`src/rtl/aes_pkg.sv`:
```
// Shared AES key-expansion types: round count, key width, FSM state encoding and round index.
// Imported by the key-expansion controller and its round-key store.
package aes_pkg;
  localparam int AES_NR      = 10;
  localparam int AES_KEY_W   = 128;
  localparam int AES_TIMEOUT = 15;

  typedef logic [3:0] round_t;

  typedef enum logic [2:0] {
    ST_IDLE,
    ST_REQ,
    ST_WAIT,
    ST_GAP,
    ST_FIN
  } state_e;
endpackage

```
`src/rtl/aes_rkey_store.sv`:
```
// (NR+1) x KEY_W round-key register file: one write port, one registered read port (1-cycle latency).
// Reads are valid only below keys_ready as sampled at the request cycle; no backpressure, invalid reads return 0.
module aes_rkey_store
  import aes_pkg::*;
#(
  parameter int NR    = AES_NR,
  parameter int KEY_W = AES_KEY_W
) (
  input  logic             clk,
  input  logic             rst_n,
  input  logic             we,
  input  round_t           waddr,
  input  logic [KEY_W-1:0] wdata,
  input  round_t           keys_ready,
  input  logic             rd_en,
  input  round_t           rd_round,
  output logic [KEY_W-1:0] rd_key,
  output logic             rd_valid
);

  logic [KEY_W-1:0] mem [NR+1];
  logic             rd_hit;
  round_t           rd_idx;

  // keys_ready acts as the valid mask: entries below it hold keys of the current expansion
  always_comb begin
    rd_hit = rd_en && (rd_round < keys_ready) && (int'(rd_round) <= NR);
    rd_idx = (int'(rd_round) <= NR) ? rd_round : '0;
  end

  always_ff @(posedge clk or negedge rst_n) begin
    if (!rst_n) begin
      for (int i = 0; i <= NR; i++) mem[i] <= '0;
      rd_key   <= '0;
      rd_valid <= 1'b0;
    end else begin
      if (we && (int'(waddr) <= NR)) mem[waddr] <= wdata;
      rd_valid <= rd_hit;
      rd_key   <= rd_hit ? mem[rd_idx] : '0;
    end
  end

endmodule

```
`src/rtl/aes_key_expand_ctrl.sv`:
```
// Sequences the external AES-128 key-schedule step through rounds 1..NR and buffers every round key.
// Start-to-done is 3*NR cycles with a 1-cycle step; a missing ks_done aborts after TIMEOUT wait cycles.
module aes_key_expand_ctrl
  import aes_pkg::*;
#(
  parameter int NR      = AES_NR,
  parameter int KEY_W   = AES_KEY_W,
  parameter int TIMEOUT = AES_TIMEOUT
) (
  input  logic             clk,
  input  logic             rst_n,
  input  logic             start,
  input  logic [KEY_W-1:0] key_in,
  input  logic             abort,
  output logic             busy,
  output logic             done,
  output logic             err,
  output logic [3:0]       keys_ready,
  output logic             ks_ena,
  output logic [3:0]       ks_round,
  output logic [KEY_W-1:0] ks_prev_key,
  input  logic [KEY_W-1:0] ks_next_key,
  input  logic             ks_done,
  input  logic             rd_en,
  input  logic [3:0]       rd_round,
  output logic [KEY_W-1:0] rd_key,
  output logic             rd_valid
);

  localparam int     TW   = $clog2(TIMEOUT + 1);
  localparam round_t LAST = round_t'(NR);

  state_e           state, state_nxt;
  round_t           round_q, keys_ready_q;
  logic [TW-1:0]    tmo_q;
  logic             err_q;
  logic [KEY_W-1:0] prev_q;
  logic             start_acc, store, tmo_hit;
  logic             st_we;
  round_t           st_waddr;
  logic [KEY_W-1:0] st_wdata;

  always_comb begin
    state_nxt = state;
    start_acc = 1'b0;
    store     = 1'b0;
    tmo_hit   = 1'b0;
    if (abort) begin
      state_nxt = ST_IDLE;
    end else begin
      unique case (state)
        ST_IDLE: if (start) begin
          start_acc = 1'b1;
          state_nxt = ST_REQ;
        end
        ST_REQ:  state_nxt = ST_WAIT;
        ST_WAIT: if (ks_done) begin
          store     = 1'b1;
          state_nxt = (round_q == LAST) ? ST_FIN : ST_GAP;
        end else if (tmo_q == TW'(TIMEOUT - 1)) begin
          tmo_hit   = 1'b1;
          state_nxt = ST_IDLE;
        end
        // one idle cycle lets a level-style ks_done fall before the next request
        ST_GAP:  state_nxt = ST_REQ;
        ST_FIN:  state_nxt = ST_IDLE;
        default: state_nxt = ST_IDLE;
      endcase
    end
  end

  always_ff @(posedge clk or negedge rst_n) begin
    if (!rst_n) begin
      state        <= ST_IDLE;
      round_q      <= '0;
      keys_ready_q <= '0;
      tmo_q        <= '0;
      err_q        <= 1'b0;
      prev_q       <= '0;
    end else begin
      state <= state_nxt;
      if (abort) begin
        keys_ready_q <= '0;
      end else if (start_acc) begin
        round_q      <= round_t'(1);
        keys_ready_q <= round_t'(1);
        err_q        <= 1'b0;
        prev_q       <= key_in;
      end else if (store) begin
        keys_ready_q <= round_q + round_t'(1);
        prev_q       <= ks_next_key;
        if (round_q != LAST) round_q <= round_q + round_t'(1);
      end else if (tmo_hit) begin
        err_q <= 1'b1;
      end
      if (state == ST_REQ) tmo_q <= '0;
      else if (state == ST_WAIT && !ks_done) tmo_q <= tmo_q + TW'(1);
    end
  end

  assign busy        = (state != ST_IDLE);
  assign done        = (state == ST_FIN);
  assign ks_ena      = (state == ST_REQ) || (state == ST_WAIT);
  assign ks_round    = round_q;
  assign ks_prev_key = prev_q;
  assign err         = err_q;
  assign keys_ready  = keys_ready_q;

  assign st_we    = start_acc || store;
  assign st_waddr = start_acc ? '0 : round_q;
  assign st_wdata = start_acc ? key_in : ks_next_key;

  aes_rkey_store #(.NR(NR), .KEY_W(KEY_W)) u_store (
    .clk        (clk),
    .rst_n      (rst_n),
    .we         (st_we),
    .waddr      (st_waddr),
    .wdata      (st_wdata),
    .keys_ready (keys_ready_q),
    .rd_en      (rd_en),
    .rd_round   (rd_round),
    .rd_key     (rd_key),
    .rd_valid   (rd_valid)
  );

endmodule

```
`config.mk`:
```
export PLATFORM = sky130hd
export DESIGN_NAME = aes_key_expand_ctrl
export DESIGN_NICKNAME = d
export VERILOG_FILES = /design/src/rtl/aes_pkg.sv /design/src/rtl/aes_rkey_store.sv /design/src/rtl/aes_key_expand_ctrl.sv
export SDC_FILE = /design/constraint.sdc
export NUM_CORES = 2
export LEC_CHECK = 0
export CAP_MARGIN = 20
export CELL_PAD_IN_SITES_DETAIL_PLACEMENT = 0
export CELL_PAD_IN_SITES_GLOBAL_PLACEMENT = 2
export CORE_AREA = 2 2 675 341
export CTS_CLUSTER_DIAMETER = 80
export DETAILED_ROUTE_END_ITERATION = 8
export DIE_AREA = 0 0 677 343
export HOLD_SLACK_MARGIN = 0.12
export PLACE_DENSITY = 0.77
export REMOVE_ABC_BUFFERS = 1
export SKIP_LAST_GASP = 1
export SLEW_MARGIN = 20
export SYNTH_ARGS = -nofsm -noshare
export SYNTH_HDL_FRONTEND = slang
export SYNTH_SLANG_ARGS = --single-unit
```
`constraint.sdc`:
```
create_clock -name clk -period 1.85 [get_ports clk]
set_input_delay 0.37 -clock clk [delete_from_list [all_inputs] [get_ports clk]]
set_output_delay 0.37 -clock clk [all_outputs]
set_load 0.05 [all_outputs]
```
After elaboration in Yosys (flattened, before gate mapping):

Index checks and enable logic that the tools add are counted.
Widths: inputs -> output; s select.

* flip-flop bits (word level): 1681
* bits in latches: 0
* memory bits (writable): 0
* memory bits (read-only): 0
* input port bits: 266
* word-level logic and storage cells: 98
* memories kept: 0

* add/subtract/negate cells: 2
* multiply operators: 0
* divide/modulo/power cells: 0
* $lt $le $gt $ge: 6
* equality and inequality tests: 10
* shift operators: 0
* multiplexer cells: 39
* bitwise logic cells: 3
* reductions and logical operators: 19

Operator list (count)
* $bwmux 1408: 1
* $mux 128: 7
* $bmux 128 s4: 1
* $demux 128 s4: 1
* $mux 4: 10
* $mux 3: 5
* $mux 1: 13
* $pmux 3 s4: 1
* $ge 5x5->1 const B: 2
* $not 4->5: 2
* $add 4x1->4 const B: 2
* $eq 4x4->1 const B: 2
* $le 4x4->1 const B: 2
* $ne 4x4->1 const B: 2
* $reduce_bool 2->1: 4
* $eq 3x2->1 const B: 2
* $reduce_and 3->1: 2
* $reduce_bool 3->1: 2
* $logic_and 1x1->1: 5
* $lt 5x1->1 const B: 1
* $lt 4x4->1: 1
* $reduce_and 2->1: 2
* $eq 3x1->1 const B: 1
* $eq 3x3->1 const B: 1
* other kinds (6): 7

Logic depth before layout (Yosys ltp):

* word-level depth: 10
* gate-level depth with buffers: 10

By module:

A second synthesis with hierarchy kept.

* cells, all modules: 6798
* area, all modules: 81866.0 um^2

By module, submodules not included
* aes_rkey_store: times used 1, cells an instance 5816, area each 73058.8 um^2, sequential area each 38461.9 um^2
* aes_key_expand_ctrl: times used 1, cells an instance 982, area each 8807.2 um^2, sequential area each 3603.5 um^2

Least setup slack after synthesis:

No wires, ideal clock.

* path type: flip-flop to flip-flop
* start point: register keys_ready_q[2], in the netlist keys_ready[2]
* end point: register u_store.rd_key[100]
* setup time: 0.067 ns
* data arrival time: 2.205 ns
* data required time: 1.783 ns
* slack: -0.422 ns
* cell stages (with the launch flop): 9
* clock period less this slack: 2.272 ns
* cell sequence: dfrtp_1 -> inv_1 -> ha_1 -> o21ai_0 -> a21oi_1 -> nor4b_1 -> clkbuf_1 -> clkbuf_1 -> and3_1

* cells in the longest elaborated chain, start to end: 4

RTL lines
* start: declaration: RTL line aes_key_expand_ctrl.sv:34 `round_t round_q, keys_ready_q;`
* start signal: assignment: RTL line aes_key_expand_ctrl.sv:86 `keys_ready_q <= round_t'(1);`
* start signal: assignment: RTL line aes_key_expand_ctrl.sv:90 `keys_ready_q <= round_q + round_t'(1);`
* $lt 4x4->1: RTL line aes_rkey_store.sv:27 `rd_hit = rd_en && (rd_round < keys_ready) && (int'(rd_round) <= NR);`
* $logic_and 1x1->1 (2 in a row): RTL line aes_rkey_store.sv:27
* $mux 128: RTL line aes_rkey_store.sv:39 `rd_key <= rd_hit ? mem[rd_idx] : '0;`
* end signal: assignment: RTL line aes_rkey_store.sv:39
* end: declaration: RTL line aes_rkey_store.sv:17 `output logic [KEY_W-1:0] rd_key,`

No other way between the ends.
A chain may end at the register's enable or synchronous reset.

Final worst setup path:

* start point: register state[1]
* end point: register u_store.mem[307] (netlist bit)

* cells in the longest elaborated chain, start to end: 10
* elaborated cells on any way between the ends: 18

RTL lines
* start: declaration: RTL line aes_key_expand_ctrl.sv:33 `state_e state, state_nxt;`
* start signal: assignment: RTL line aes_key_expand_ctrl.sv:81 `state <= state_nxt;`
* $logic_not 3->1: RTL line aes_key_expand_ctrl.sv:51 `unique case (state)`
* $mux 1: RTL line aes_key_expand_ctrl.sv:51
* $mux 1: RTL line aes_key_expand_ctrl.sv:48 `if (abort) begin`
* $mux 4: RTL line aes_key_expand_ctrl.sv:110 `assign st_waddr = start_acc ? '0 : round_q;`
* $not 4->5 (implied by the code): RTL line aes_rkey_store.sv:37 `if (we && (int'(waddr) <= NR)) mem[waddr] <= wdata;`
* $ge 5x5->1 (implied by the code) / $lt 5x1->1 (equally long branches): RTL line aes_rkey_store.sv:37
* $logic_and 1x1->1 (implied by the code): RTL line aes_rkey_store.sv:37
* $mux 128 (implied by the code): RTL line aes_rkey_store.sv:37
* $demux 128 s4: RTL line aes_rkey_store.sv:37
* $bwmux 1408: RTL line aes_rkey_store.sv:37
* end: declaration: RTL line aes_rkey_store.sv:21 `logic [KEY_W-1:0] mem [NR+1];`

Several ways; a longest one is shown, not always the timed one.

==> metrics.csv <==
stage,metric,value,unit
outcome,run status,"complete, but fails checks",
outcome,failing checks,setup timing,
grt,gr usage total,26.15,%
logic_synthesis,Post-Syn Instances,8197,
logic_synthesis,top post-synthesis cells by area,"dfrtp_1 (55%), a21oi_1 (9.3%), nor2_1 (5.7%), o21ai_0 (5.0%), mux2i_1 (3.5%)",
timing,Peak Freq,413.1,MHz
cells_and_area,layout cells sized above 1,21.27,%
timing,Final Cycle Share,130.8,%
cells_and_area,finished layout cell area,104200,sq um
min_path,Hold Crit Start,rd_round[3],
floorplan,Chip Width,677,um
timing,Slew Limit Fails,0,
cts,Clock Path Buffers,4,
cts,Worst-Skew Late Latency,860,ps
floorplan,initial core utilization,33.81,%
worst_setup_path,critical path capture point type,flip-flop,
logic_synthesis,Syn. warnings,0,
worst_setup_path,CP cell instances,"buf_6, nor4_4, nand2_4, buf_12, buf_12, buf_12, buf_16, mux2i_4, clkdlybuf4s15_2, a21oi_1",
worst_setup_path,"Buf+Inv Stages, Crit Path",6,
timing,slew margin rel.,31.89,%
cells_and_area,# fillers,21190,
drt,per-cell routed wire length,26.17,um
drt,Routed WL,321500,um
worst_setup_path,Worst Path Required,2550,ps
placement,Placer Congestion,0.8064,
timing,"Hold Vio Cnt, Final",0,
cts,Num CTS Buffers,174,
worst_setup_path,arrival time at the worst endpoint,3120,ps
timing,clock skew,56.13,ps
drt,DR iter-0 viols,7354,
worst_setup_path,CP top delay family,buffers and inverters,
drt,via count,68240,
drt,drt via density,5.556,
floorplan,Die Ht,343,um
placement,Area after DPL,90990,sq um
drt,number of detailed-route iterations in the first pass,6,
cts,CTS H-tree lvls,4,
cells_and_area,NumNets Final,9401,
floorplan,Rows,124,
drt,WL met2,140000,um
logic_synthesis,Async SR Flop Fraction,100.0,%
floorplan,IO Pins,535,
grt,antenna violations before repair,9,
logic_synthesis,count of different cell masters after synthesis,54,
cts,Clock Sinks,1681,
floorplan,Die ar.,232200,sq um
drt,WL met1,152400,um
cts,CTS tree,yes,
worst_setup_path,Max Fanout on Critical Path,6,
pwr,Lkg Pwr,48.09,nW
logic_synthesis,"area leader, netlist",dfrtp_1,
grt,global-route wire length before repair,458100,um
timing,Hold WS,261.8,ps
pwr,pwr/cell area,1121,nW/um^2
cells_and_area,FF+latch area,42070,sq um
drt,DRC,0,
drt,top layer in use,met5,
placement,Port Buffers,534,
timing,Setup Viol. Count Final,1687,
cts,"Reg clk slew, reported paths",60,ps
cts,CTS root buf,clkbuf_16,
logic_synthesis,Post-synth EDFFs,0,
grt,largest net degree at the start of global routing,106,
run,max_cap viols,0,
cells_and_area,multi-input logic area,31870,sq um
logic_synthesis,"FF+latch count, synth",1681,
timing,RSZ-0062 raised after global routing,yes,
drt,Routed Antenna Nets,0,
logic_synthesis,top_reg_cell synth,dfrtp_1,
cells_and_area,"Area growth, synth to finish",35.82,%
timing,worst slew pin tran,1018,ps
timing,setup ws final,-570.6,ps
worst_setup_path,"Slowest-stage cell, CP",dfrtp_2,
worst_setup_path,Crit Reg-Reg Startpoint,state[1],
worst_setup_path,WS Path Type,reg -> reg,
worst_setup_path,Setup crit start kind,flip-flop,
grt,grt total ovfl,0,
min_path,Worst Hold Class,in -> reg,
logic_synthesis,register area share after synthesis,54.85,%
logic_synthesis,post-synth top area share,54.85,%
placement,DP HPWL,180500,um
worst_setup_path,"Largest stage delay, worst path",430,ps
floorplan,core area,226800,sq um
timing,fin crit period,2421,ps
worst_setup_path,Critical Path Source,state[1],
grt,vias in the first global route,65070,
worst_setup_path,most frequent CP cell,buf_12,
pwr,VDD IR-drop max,652.2,uV
logic_synthesis,Post-Syn Area,76700,sq um
logic_synthesis,syn avg cell area,9.357,sq um
drt,routed wl met3,22690,um
==> tightest hold or removal path, cell delays in order <==
cell and delay (ps):
buf_8 140, buf_4 180, nand2b_1 90, o221a_2 240
==> registers in the layout (all words and copies together), names as in the netlist <==
signal            cells
keys_ready            4
ks_round              4
ks_prev_key         128
err                   1
u_store.rd_valid      1
u_store.mem        1408
tmo_q                 4
state                 3
u_store.rd_key      128
==> layer usage <==
metal / GRT usage, % / up-vias
met1: 39.71 / 34510
met2: 39.47 / 2717
met4: 5.478 / 2
li1: - / 30620
met5: 0 / -
met3: 3.805 / 386
==> final timing paths <==
check | end | slack [ps] | cells past startpoint
hold / removal | u_store.rd_key[126] | 260 | 4
setup reg to reg | u_store.mem[307] | -570 | 10
max in group asynchronous | u_store.mem[1040] | 100 | 3
min in group asynchronous | u_store.mem[315] | 340 | 3
setup / recovery | u_store.mem[307] | -570 | 10
hold reg to reg | u_store.mem[854] | 470 | 2
==> report_power, final <==
part | leakage [nW] | switching, mW | internal (mW)
clock | 2.89 | 16.1 | 21.3
combinational | 22.8 | 19.3 | 12.7
sequential | 22.4 | 4.43 | 42.9
total | 48.1 | 39.8 | 76.9
==> per-stage QoR <==
step                setup slack (ps)  instances  utilization, %  setup TNS (ps)  power [mW]
global route                  -631.0      12280           45.92         -753790       122.0
global placement              -889.6      11700           40.11        -1202090       76.39
floorplan                     -14220       7330               -               -       65.08
finish                        -570.6      12280           45.92         -613660       116.7
detailed placement            -928.7      11700           40.11        -1206990       77.00
CTS                           -526.3      12210           44.98         -597680       116.1
==> area by class of cell <==
| class | count | share of cell area, % |
|---|---|---|
| multi-input combinational | 5511 | 30.60 |
| antenna | 4 | 0.009609 |
| clock inverter | 66 | 0.7927 |
| timing repair buffer | 1622 | 19.24 |
| inverter | 138 | 0.5093 |
| clock buffer | 237 | 4.833 |
| sequential | 1681 | 40.38 |
| tap | 3024 | 3.632 |
==> Yosys cell counts (all sizes together) (3+ instances only) <==
library cell,count
a211o,127
a211oi,4
a21oi,1431
a221o,112
a22o,3
a22oi,127
a31oi,3
and3,127
buf,265
clkbuf,602
dfrtp,1681
ha,7
inv,138
mux2,112
mux2i,272
nand2,654
nand2b,12
nand3,6
nor2,1166
nor2b,130
nor3,11
nor4,3
o2111ai,127
o211ai,127
o21a,18
o21ai,781
o22ai,16
o2bb2ai,113
or3,3
==> cell usage in the layout, fill, tap and decap left out, types with 31 or more instances in the layout <==
cell type        synthesis  layout
o21ai_2                  0      38
nor2_1                1166    1127
a211o_1                127     127
buf_6                    1      86
nor2b_1                130     130
a21oi_1               1431    1383
a21oi_2                  0      47
o21ai_1                 17      60
o21ai_0                764     682
and3_1                 127     127
clkbuf_8                 0      38
o211ai_1               127     127
clkinv_2                 0      31
o2111ai_1              127     127
mux2i_1                272     234
clkbuf_16                0     210
mux2i_4                  0      34
buf_4                    2     787
dfrtp_1               1681    1680
inv_1                  137     136
buf_12                   0     269
buf_16                   0     111
mux2_2                 112     112
buf_8                    0      33
o2bb2ai_1              113     113
clkdlybuf4s50_1          0     260
nand2_1                654     629
a221o_1                112     112
a22oi_1                127     127
==> what timing repair did <==
item	CTS	global route
pin swaps	19	47
gates resized for setup	379	327
endpoints found under the setup margin	1748	1734
hold endpoints to repair	1359	0
buffers inserted	89	30
hold buffers	2	0
gates cloned	119	47
==> cell families after synthesis <==
group                      count (synthesis)  share of synthesized area (%)
DFF                                     1681                          54.85
and+or+nand+nor                         2121                          11.43
xor gates and xnor gates                   2                        0.02284
muxes                                    384                          5.194
adders and majority gates                  7                         0.1142
AOI/OAI and AO/OA                       2997                          23.08
buffers and inverters                   1005                          5.312
No activity file was read; power rests on OpenSTA's default activity.
